File: config.mk
export PLATFORM = sky130hd
export DESIGN_NAME = usb_ls_tx_wb
export DESIGN_NICKNAME = d
export VERILOG_FILES = /design/src/rtl/usb_ls_tx_wb.sv
export SDC_FILE = /design/constraint.sdc
export NUM_CORES = 1
export LEC_CHECK = 0
export ABC_AREA = 1
export CAP_MARGIN = 20
export CORE_MARGIN = 2
export CORE_UTILIZATION = 48
export DETAILED_ROUTE_END_ITERATION = 6
export PLACE_DENSITY = 0.83
export REMOVE_ABC_BUFFERS = 1
export SYNTH_ARGS = -nofsm -noshare
export SYNTH_HDL_FRONTEND = slang
export SYNTH_SLANG_ARGS = --single-unit
File: constraint.sdc
create_clock -name wb_clk_i -period 2.25 [get_ports wb_clk_i]
set_input_delay 0.225 -clock wb_clk_i [delete_from_list [all_inputs] [get_ports wb_clk_i]]
set_output_delay 0.225 -clock wb_clk_i [all_outputs]
set_load 0.005 [all_outputs]
File: src/rtl/usb_ls_tx_wb.sv
// Wishbone-controlled USB low-speed transmitter: SYNC, PID, payload + CRC16, NRZI, bit stuffing, EOP.
// Token packets (PID[1:0]=01, 11 bits + CRC5) are compiled in when USB_TX_TOKEN_EN is defined.
module usb_ls_tx_wb #(
   parameter int unsigned CLK_DIV = 32
) (
   input  logic        wb_clk_i,
   input  logic        wb_rst_i,
   input  logic [31:0] wb_adr_i,
   input  logic [31:0] wb_dat_i,
   output logic [31:0] wb_dat_o,
   input  logic        wb_we_i,
   input  logic [3:0]  wb_sel_i,
   input  logic        wb_stb_i,
   output logic        wb_ack_o,
   input  logic        wb_cyc_i,
   output logic        usb_dp_o,
   output logic        usb_dm_o,
   output logic        usb_oe_o,
   output logic        int_o
);

   localparam int unsigned TW = $clog2(CLK_DIV);

   typedef enum logic [2:0] {
      StIdle, StSync, StPid, StData, StCrc, StToken, StEopSe0, StEopJ
   } state_e;

   logic [3:0]    pid;
   logic [3:0]    len;
   logic          ie, busy, done, err, go;
   logic [31:0]   data0, data1;
   logic [31:0]   rd_data;
   logic          bus_req, ctrl_wr, data_wr, tok_rej, start_ok, pkt_end;
   logic          unused_adr;

   state_e        state, nxt_state;
   logic [TW-1:0] tick;
   logic [5:0]    idx;
   logic [2:0]    ones;
   logic          lvl;  // current line level, 1 = J
   logic [15:0]   crc16, crc16_upd;
   logic [63:0]   payload;
   logic [7:0]    pid_byte;
   logic [6:0]    data_bits;
   logic          last_tick, cur_bit, field_last, stuff_now, nxt_lvl;
`ifdef USB_TX_TOKEN_EN
   logic [4:0]    crc5, crc5_upd;
`endif

   assign unused_adr = ^{wb_adr_i[31:4], wb_adr_i[1:0]};
   assign bus_req    = wb_cyc_i & wb_stb_i & ~wb_ack_o;
   assign ctrl_wr    = bus_req & wb_we_i & (wb_adr_i[3:2] == 2'd0);
   assign data_wr    = bus_req & wb_we_i & ((wb_adr_i[3:2] == 2'd1) | (wb_adr_i[3:2] == 2'd2));
`ifdef USB_TX_TOKEN_EN
   assign tok_rej    = 1'b0;
`else
   assign tok_rej    = (wb_dat_i[1:0] == 2'b01);
`endif
   assign start_ok   = ctrl_wr & wb_dat_i[31] & ~busy & ~tok_rej;
   assign int_o      = done & ie;

   always_comb begin
      rd_data = '0;
      case (wb_adr_i[3:2])
         2'd0:    rd_data = {15'b0, ie, 4'b0, len, pid, 1'b0, err, done, busy};
         2'd1:    rd_data = data0;
         2'd2:    rd_data = data1;
         default: rd_data = '0;
      endcase
   end

   always_ff @(posedge wb_clk_i) begin
      if (wb_rst_i) begin
         wb_ack_o <= 1'b0;
         wb_dat_o <= '0;
         pid      <= '0;
         len      <= '0;
         ie       <= 1'b0;
         busy     <= 1'b0;
         done     <= 1'b0;
         err      <= 1'b0;
         go       <= 1'b0;
         data0    <= '0;
         data1    <= '0;
      end else begin
         wb_ack_o <= bus_req;
         go       <= start_ok;
         if (bus_req) wb_dat_o <= rd_data;
         if (ctrl_wr) begin
            ie <= wb_dat_i[16];
            if (wb_dat_i[1]) done <= 1'b0;
            if (wb_dat_i[2]) err <= 1'b0;
            if (!busy) begin
               pid <= wb_dat_i[3:0];
               len <= (wb_dat_i[11:8] > 4'd8) ? 4'd8 : wb_dat_i[11:8];
            end
            if (wb_dat_i[31] && (busy || tok_rej)) err <= 1'b1;
            if (start_ok) busy <= 1'b1;
         end
         if (data_wr) begin
            if (busy) begin
               err <= 1'b1;
            end else begin
               for (int b = 0; b < 4; b++) begin
                  if (wb_sel_i[b]) begin
                     if (wb_adr_i[2]) data0[8*b +: 8] <= wb_dat_i[8*b +: 8];
                     else             data1[8*b +: 8] <= wb_dat_i[8*b +: 8];
                  end
               end
            end
         end
         if (pkt_end) begin
            busy <= 1'b0;
            done <= 1'b1;
         end
      end
   end

   assign payload   = {data1, data0};
   assign pid_byte  = {~pid, pid};
   assign data_bits = {len, 3'b000};
   assign last_tick = (tick == TW'(CLK_DIV - 1));
   assign pkt_end   = (state == StEopJ) && (idx == 6'd1) && last_tick;
   assign crc16_upd = {1'b0, crc16[15:1]} ^ ((crc16[0] ^ cur_bit) ? 16'hA001 : 16'h0000);
`ifdef USB_TX_TOKEN_EN
   assign crc5_upd  = {1'b0, crc5[4:1]} ^ ((crc5[0] ^ cur_bit) ? 5'h14 : 5'h00);
`endif

   // Selects the next unstuffed bit of the current field and where the packet goes after it.
   always_comb begin
      cur_bit    = 1'b0;
      field_last = 1'b0;
      nxt_state  = state;
      case (state)
         StSync: begin
            cur_bit    = (idx == 6'd7);
            field_last = (idx == 6'd7);
            nxt_state  = StPid;
         end
         StPid: begin
            cur_bit    = pid_byte[idx[2:0]];
            field_last = (idx == 6'd7);
            if (pid[1:0] == 2'b11)      nxt_state = (len == 4'd0) ? StCrc : StData;
`ifdef USB_TX_TOKEN_EN
            else if (pid[1:0] == 2'b01) nxt_state = StToken;
`endif
            else                        nxt_state = StEopSe0;
         end
         StData: begin
            cur_bit    = payload[idx];
            field_last = ({1'b0, idx} == data_bits - 7'd1);
            nxt_state  = StCrc;
         end
         StCrc: begin
            cur_bit    = ~crc16[0];
            field_last = (idx == 6'd15);
            nxt_state  = StEopSe0;
         end
`ifdef USB_TX_TOKEN_EN
         StToken: begin
            cur_bit    = (idx < 6'd11) ? payload[idx] : ~crc5[0];
            field_last = (idx == 6'd15);
            nxt_state  = StEopSe0;
         end
`endif
         default: ;
      endcase
      // EopSe0 is included so a stuff bit owed after the last CRC bit goes out before SE0.
      stuff_now = (ones == 3'd6) && (state == StPid || state == StData || state == StCrc ||
                                     state == StToken || state == StEopSe0);
      nxt_lvl   = (stuff_now || !cur_bit) ? ~lvl : lvl;
   end

   always_ff @(posedge wb_clk_i) begin
      if (wb_rst_i) begin
         state    <= StIdle;
         tick     <= '0;
         idx      <= '0;
         ones     <= '0;
         lvl      <= 1'b1;
         crc16    <= '1;
`ifdef USB_TX_TOKEN_EN
         crc5     <= '1;
`endif
         usb_oe_o <= 1'b0;
         usb_dp_o <= 1'b0;
         usb_dm_o <= 1'b1;
      end else if (state == StIdle) begin
         if (go) begin
            // First SYNC bit is a 0, so the line leaves idle J for K.
            state    <= StSync;
            idx      <= 6'd1;
            tick     <= '0;
            ones     <= '0;
            crc16    <= '1;
`ifdef USB_TX_TOKEN_EN
            crc5     <= '1;
`endif
            lvl      <= 1'b0;
            usb_oe_o <= 1'b1;
            usb_dp_o <= 1'b1;
            usb_dm_o <= 1'b0;
         end
      end else if (!last_tick) begin
         tick <= tick + 1'b1;
      end else begin
         tick <= '0;
         if (state == StEopJ) begin
            if (idx == 6'd0) begin
               usb_dp_o <= 1'b0;
               usb_dm_o <= 1'b1;
               idx      <= 6'd1;
            end else begin
               state    <= StIdle;
               usb_oe_o <= 1'b0;
               lvl      <= 1'b1;
               idx      <= '0;
            end
         end else if (state == StEopSe0 && !stuff_now) begin
            usb_dp_o <= 1'b0;
            usb_dm_o <= 1'b0;
            ones     <= '0;
            if (idx == 6'd1) begin
               state <= StEopJ;
               idx   <= '0;
            end else begin
               idx <= idx + 6'd1;
            end
         end else begin
            lvl      <= nxt_lvl;
            usb_dp_o <= ~nxt_lvl;
            usb_dm_o <= nxt_lvl;
            if (stuff_now) begin
               ones <= '0;
            end else begin
               if (state != StSync) ones <= cur_bit ? ones + 3'd1 : 3'd0;
               if (state == StData) crc16 <= crc16_upd;
               if (state == StCrc)  crc16 <= crc16 >> 1;
`ifdef USB_TX_TOKEN_EN
               if (state == StToken) crc5 <= (idx < 6'd11) ? crc5_upd : (crc5 >> 1);
`endif
               if (field_last) begin
                  state <= nxt_state;
                  idx   <= '0;
               end else begin
                  idx <= idx + 6'd1;
               end
            end
         end
      end
   end

endmodule
==> metrics list, run 1 <==
* WP data arrival: 2.42 ns
* Dpl cells: 1,260
- Static leakage: 3.51 nW
- Port buffering added 79 buffers.
- Number of I/O pins: 110
* Detailed Route WL: 19,100 um
- Compared with the post-synthesis result, the final layout area differs by 25.5%.
- Status: finished clean
- Cell internal pwr: 5.61 mW
* Final Core Density: 0.614
- Final weighted congestion of routability-driven global placement: 0.904
- Yosys printed 0 warnings.
- Endpoint of the worst-slack reg-to-reg timing path: crc16[1]$_SDFFE_PP1P_
- After detailed routing, the number of vias per cell comes to 5.51.
* Maximum number of pins on one net before global-route repair: 77
- Worst reg2reg path startpoint: tick[0]$_SDFFE_PP0N_
- Termination of the worst setup path: crc16[1]$_SDFFE_PP1P_
* Sequential-to-total area share from yosys stat: 0.415
- H-tree depth reported by CTS: 4
- MaxCap Viol Count: 0
- Initial antenna violation count: 0
- Global routing finished with a remaining overflow of 0.
- Switching share of total power: 0.355
- The initial utilization of the core area, before any placement, comes to 0.490.
- Counting along the longest clock path gives a buffer depth of 2.
- The tree is rooted in a clkbuf_16.
- The synthesized netlist contains 39 unique library cells.
- Along the worst path, the maximum fanout reaches 11.
- The repair_antennas step left the layout with diodes totalling 0.
* Cell accounting for the most synthesized area: dfxtp_1
- Depth of the worst register-to-register path: 13
* Hold-fix buffer count after cts: 0
* Pins Over Slew Limit: 0
* DRT antenna net count: 0
* Area share of the largest cell type after synthesis: 0.415
- Power density over the cells: 978 nW/um2
- Synthesized area divided by synthesized cell count: 7.03 um2
- After synthesis the netlist holds a flip-flop and latch count of 147.
- Register-to-register setup slack: 0.17 ns
- VDD sags by at most 0.539 mV.
* Total DRC errors in the routed layout: 0
- The tightest min-delay check is of the in -> reg type.
- The share of total power dissipated in the clock network is 0.340.
- The finished cells cover 8900 um2.
- The clock reaches the later pin of the worst-skew pair after 0.43 ns.
- Clock-pin slew of the registers on the worst-case setup and hold paths: 0.06 ns
- Number of clock sinks: 147
- In this run the core area contains 44 standard-cell rows.
* Worst setup path startpoint: tick[0]$_SDFFE_PP0N_
- Period Utilization, post-route: 0.924
- TritonCTS clock tree: done
- Area of the die: 15,800 um2
- DRT iter0 DRCs: 603
- Via count of the first global-routing pass: 6,731
- Final Hold Viols: 0
* Share of power burned in combinational logic: 0.316
* Biggest area contributors in the synthesized netlist: dfxtp_1, nand2_1, a21oi_1, inv_1, nand3_1
* Cell area after synthesis: 7090 um2
- Worst hold-check slack: 0.321 ns
- Total Power Consumption: 8.70 mW
- Of the total power, registers draw 0.344.
- Leaving out fill and tap cells, the most frequent cell in the layout is nand2_1.
* Relative slew slack: 0.425
* Final critical-path required period: 2.08 ns
- The wire-length estimate of the detail-placed layout is 12,600 um.
- Number of inserted filler cells in the final layout: 1,265
- Post-detailed-placement cell area: 8220 um2
* Chip Height: 126 um
* Required time of the critical path: 2.59 ns
- Excluding fillers, the count of instances in the completed layout stands at 1,294.
* TritonCTS buffer count: 17
- Cell count after synthesis: 1,008
* Critical Path Sink Type: register
* Startpoint type of the worst setup path: register
- For this run, the detailed router's first-pass iteration total came to 5.
* Wire per inst: 14.8 um
* Share of final-layout standard cells stronger than drive strength 1: 0.0973
* Slew at the pin closest to its max-slew limit: 0.862 ns
- In this run the horizontal extent of the chip is 126 um.
* Clk_skew: 0.0114 ns
- In the final design database the tool counted 1,183 nets.
* Number of setup violations in the final report: 0
* Wire length of the first global-routing pass: 31,400 um
* Worst Setup Path Type: reg -> reg
- In this run the power spent charging and discharging nets is 3.09 mW.
- The routed layout has 7,130 vias.
- Max frequency: 481 MHz
* Gr usage total: 0.243
- Core box area: 14,500 um2
- The top cell types in the final layout, fill and taps aside, are nand2_1, dfxtp_1, inv_1.
## logic make-up (layout without fill, tap and decap cells)
logic type                 after synthesis  in the layout  share of synthesized area
AOI/OAI and AO/OA                      252            253                      0.202
xor gates and xnor gates                 8              8                    0.00988
adders and majority gates               13             13                     0.0229
buffers and inverters                  177            278                      0.102
DFF                                    147            147                      0.415
and+or+nand+nor                        411            411                      0.248
## area by class of cell
class / instances / area [um2] / share of cell area
multi-input combinational: 685 / 3440 / 0.386
inverter: 124 / 475 / 0.0534
clock inverter: 13 / 175 / 0.0197
tap: 184 / 230 / 0.0259
clock buffer: 19 / 443 / 0.0498
sequential: 147 / 2950 / 0.331
timing repair buffer: 122 / 1190 / 0.133
## power by group through the flow
| stage | combinational, mW | clock [mW] | sequential [mW] |
|---|---|---|---|
| after floorplan | 1.63 | 0 | 3.09 |
| after global placement | 2.51 | 0 | 3.01 |
| after detailed placement | 2.56 | 0 | 3.02 |
| after CTS | 2.59 | 2.98 | 2.96 |
| after global routing | 3.07 | 3.11 | 3.02 |
| final | 2.75 | 2.95 | 2.99 |
## metal layers
metal  global-route usage  vias up  wire length [um]
li1                     -     3513                 -
met1                0.301     3286              8190
met2                0.410      284              9100
met3               0.0526       47              1330
met4               0.0974        0               479
met5                    0        -                 0
## what timing repair did
item	CTS	global route
hold endpoints to repair	0	0
setup buffers	0	1
endpoints found under the setup margin	0	18
resized for setup	0	18
## registers in the layout (all words and copies together) (netlist names), 3 cells and up
name and count:
data0 32, data1 32, wb_dat_o 32, crc16 16, idx 6, tick 5
len 4, pid 4, ones 3, state 3
## synthesized netlist by cell type
cell and count:
nand2_1 230, dfxtp_1 147, inv_1 113, a21oi_1 101
nor2_1 79, nand3_1 73, o21ai_0 73, clkbuf_1 31
a211oi_1 24, o22ai_1 19, o211ai_1 14, ha_1 13
buf_2 11, inv_2 8, xor2_1 8, nor3_1 7
o21ai_1 7, o221ai_1 7, buf_4 5, nand4_1 5
nor2_2 5, buf_1 3, buf_6 3, nor2_4 3
a221oi_1 2, inv_4 2, nand3b_1 2, nor3_2 2
a21boi_1 1, a21oi_4 1, a31oi_1 1, a41oi_1 1
and3_1 1, clkinv_1 1, nand2_4 1, nand3b_4 1
nor2_8 1, o31ai_1 1, or2_2 1
## stage by stage
step	TNS, ns	setup slack [ns]
after floorplan	-3.21	-0.331
after global placement	0	0.0285
after detailed placement	-0.169	-0.0435
after CTS	0	0.147
after global routing	-0.0315	-0.0156
final	0	0.171
## worst max-delay path, cell delays in order (launching register included)
cell and delay, ns:
dfxtp_1 0.38, ha_1 0.16, inv_1 0.06, nor2_1 0.10
ha_2 0.20, nor2_2 0.06, nor2_4 0.15, inv_2 0.08
nor2_8 0.10, inv_4 0.06, a21oi_4 0.22, buf_4 0.22
o21ai_0 0.10, o211ai_1 0.09
## how the worst min path moves through the flow
stage | end | slack, ns | from | cells past startpoint
after floorplan | done$_SDFFE_PP0P_ | 0.29 | wb_rst_i | 1
after global placement | crc16[3]$_SDFFE_PP1P_ | 0.43 | crc16[3]$_SDFFE_PP1P_ | 2
after detailed placement | crc16[2]$_SDFFE_PP1P_ | 0.44 | crc16[2]$_SDFFE_PP1P_ | 2
after CTS | data0[16]$_SDFFE_PP0P_ | 0.30 | wb_rst_i | 4
after global routing | data0[18]$_SDFFE_PP0P_ | 0.36 | wb_rst_i | 4
final | data0[18]$_SDFFE_PP0P_ | 0.32 | wb_rst_i | 4
(Power assumes the default switching activity.)
==> run 2, diff against run 1 <==
- CORE_MARGIN: 2 -> unset
==> run 2 against run 1 <==
Effect of this change:
- non-clock buffer count grew 6
- wire length decreased by 0.61%
- clock skew is 0.0013 ns lower
- sequential share of layout area fell by 0.13 points
- die area fell by 3.2%
- total power hardly changed
- critical path depth is the same
- final cell count increased by 0.15%
- hold slack got worse by 0.12 ns
- critical path type unchanged
- critical endpoint is now crc16[15]$_SDFFE_PP1P_
- highest routed layer unchanged
==> metrics list, run 2 (synthesis gave the netlist of run 1 again) <==
- STA classifies the critical path endpoint as a register.
- Relative slew slack: 0.704
- Register-to-register setup slack: 0.17 ns
- The worst setup path is launched from a register.
- In the final routed layout, each cell accounts on average for 14.6 um.
* Family with the most delay on the worst path: simple AND/OR/NAND/NOR gates
- Area of the die: 15,300 um2
- Between clock sinks in the finished design, the worst skew comes to 0.0101 ns.
* Setup_tns: 0 ns
* Critical-path maximum fanout: 14
* MaxCap Viol Count: 0
- The initial utilization of the core area, before any placement, comes to 0.490.
- CTS saw 147 sinks.
- Row generation in the floorplan step produced 44 rows.
- Detailed routing inserted a total of 7,091 vias.
- On the critical path, the stage with the largest delay is an instance of dfxtp_1.
- WP data arrival: 2.40 ns
- For the worst setup path, the data required time is 2.57 ns.
- Dpl cells: 1,266
- Counting the buffers created by CTS gives 17.
- Number of setup violations in the final report: 0
* Die Wd: 124 um
* Max frequency: 481 MHz
- Wire length of the first global-routing pass: 31,100 um
* Registers with the most flip-flops: data0 (32), data1 (32), wb_dat_o (32)
- Buffers on Ports: 79
- M1 GR Usage: 0.338
* Worst VDD drop: 0.738 mV
- Entering global routing, the biggest net connects 69 pins.
- After layout, the design draws a total of 8.70 mW.
- Static leakage: 3.53 nW
- Area growth from synthesis to layout: 26.0%
* Detailed Route WL: 19,000 um
* HPWL reported at the end of detailed placement: 12,600 um
- Most common cell after layout, fill and taps aside: nand2_1
- Final critical-path required period: 2.08 ns
- For this run, global-route usage on met3 was measured as 0.0535.
* Grt peak-use layer: met2
- Number of I/O pins: 110
* Number of standard cells in the final layout excluding fillers: 1,296
- Worst hold-check slack: 0.200 ns
* Share of final-layout standard cells stronger than drive strength 1: 0.0971
* DRT antenna net count: 0
- N_diodes: 0
- The first routing iteration left 630 violations.
- The net count of the finished layout is 1,188.
- Longest individual stage delay on the worst path: 0.38 ns
* Crit-path cells: ha_1 -> inv_1 -> nor2_1 -> ha_1 -> nor2_2 -> nor2_4 -> inv_2 -> nor2_8 -> inv_4 -> a21oi_4 -> inv_4 -> a21oi_1 -> nand2_1
- For this design the ratio of total power to cell area is 974 nW/um2.
- The congestion estimate from routability-driven global placement came to 0.923.
- Fraction of met2 tracks used by global routing: 0.433
* Most used cells in the layout excluding fill and tap cells: nand2_1, dfxtp_1, inv_1
- Via count of the first global-routing pass: 6,571
- For this run, the total global-route usage over all layers was measured as 0.262.
- Final Hold Viols: 0
* Clock latency at the later pin of the worst-skew pair: 0.43 ns
- Core box area: 14,500 um2
- Number of buffer and inverter stages on the critical path: 4
* Total DRC errors in the routed layout: 0
- From bottom edge to top edge, the die measures 124 um.
* Number of inserted filler cells in the final layout: 1,265
- The flow ran to the end, and the final reports show no timing, DRC or antenna violations.
* Pins Over Slew Limit: 0
- H-tree depth reported by CTS: 4
- Hold/Removal Path Class: in -> reg
- At the pin with the least slew margin, the transition time is 0.440 ns.
- The root buffer cell chosen for the clock tree is clkbuf_16.
- Clock-pin slew was measured on the worst setup and hold paths at 0.06 ns.
- Dividing the final minimum period by the clock period gives 0.925.
* TritonCTS clock tree: done
* Deepest clock path buffer count: 2
- Hold-fix buffer count after cts: 0
- Vias per cell: 5.47
- First-pass iteration count of the detailed router: 5
- The number of antenna violations at the first check in global routing is 0.
- Worst Setup Path Type: reg -> reg
- Summed over all layers, the global routing overflow is 0.
[run 2: cell types whose count changed in the layout (fill, tap and decap cells not counted), moves of 2 or more]
cell        change
buf_4           +5
clkbuf_8        +2
clkinv_4        -4
clkinvlp_4      +3
dfxtp_1         +2
dfxtp_2         -3
inv_6           -2
[run 2: timing repair]
item,CTS,global route
gates resized for setup,0,7
setup buffers,0,0
endpoints found under the setup margin,0,10
[run 2: final timing paths]
path | from | end | cells past startpoint
max | tick[0]$_SDFFE_PP0N_ | crc16[15]$_SDFFE_PP1P_ | 13
min | wb_rst_i | wb_dat_o[19]$_SDFFE_PP0P_ | 2
max reg2reg | tick[0]$_SDFFE_PP0N_ | crc16[15]$_SDFFE_PP1P_ | 13
min reg2reg | crc16[5]$_SDFFE_PP1P_ | crc16[5]$_SDFFE_PP1P_ | 2
[run 2: per-stage QoR]
stage	instance area, um2	util	setup WS [ns]
after detailed placement	8290	0.573	-0.0678
after global placement	8290	0.573	0.0674
after floorplan	6840	-	-0.331
final	8930	0.617	0.169
after CTS	8890	0.614	0.127
after global routing	8930	0.617	-0.0122
[run 2: where the power goes]
group	internal [mW]	switching, mW	total [mW]
combinational	1.06	1.75	2.82
sequential	2.84	0.159	3.00
clock	1.81	1.07	2.89
total	5.71	2.98	8.70
[run 2: worst register-to-register path, cell delays in order, from the launching register on]
cell	delay, ns
dfxtp_1	0.38
ha_1	0.16
inv_1	0.06
nor2_1	0.12
ha_1	0.19
nor2_2	0.07
nor2_4	0.15
inv_2	0.08
nor2_8	0.16
inv_4	0.05
a21oi_4	0.20
inv_4	0.12
a21oi_1	0.15
nand2_1	0.08
[run 2: final cells by class]
cell class,instances,area [um2],share of cell area
Multi-Input combinational cell,684,3430,0.384
Sequential cell,147,2950,0.330
Timing Repair Buffer,128,1250,0.140
Clock inverter,8,129,0.0144
Clock buffer,21,470,0.0527
Tap cell,184,230,0.0258
Inverter,124,473,0.0529
[run 2: metal layers]
layer / vias to the layer above / wire length (um)
met1: 3248 / 8250
met4: 0 / 414
met2: 301 / 8840
met3: 38 / 1480
li1: 3504 / -
met5: - / 0
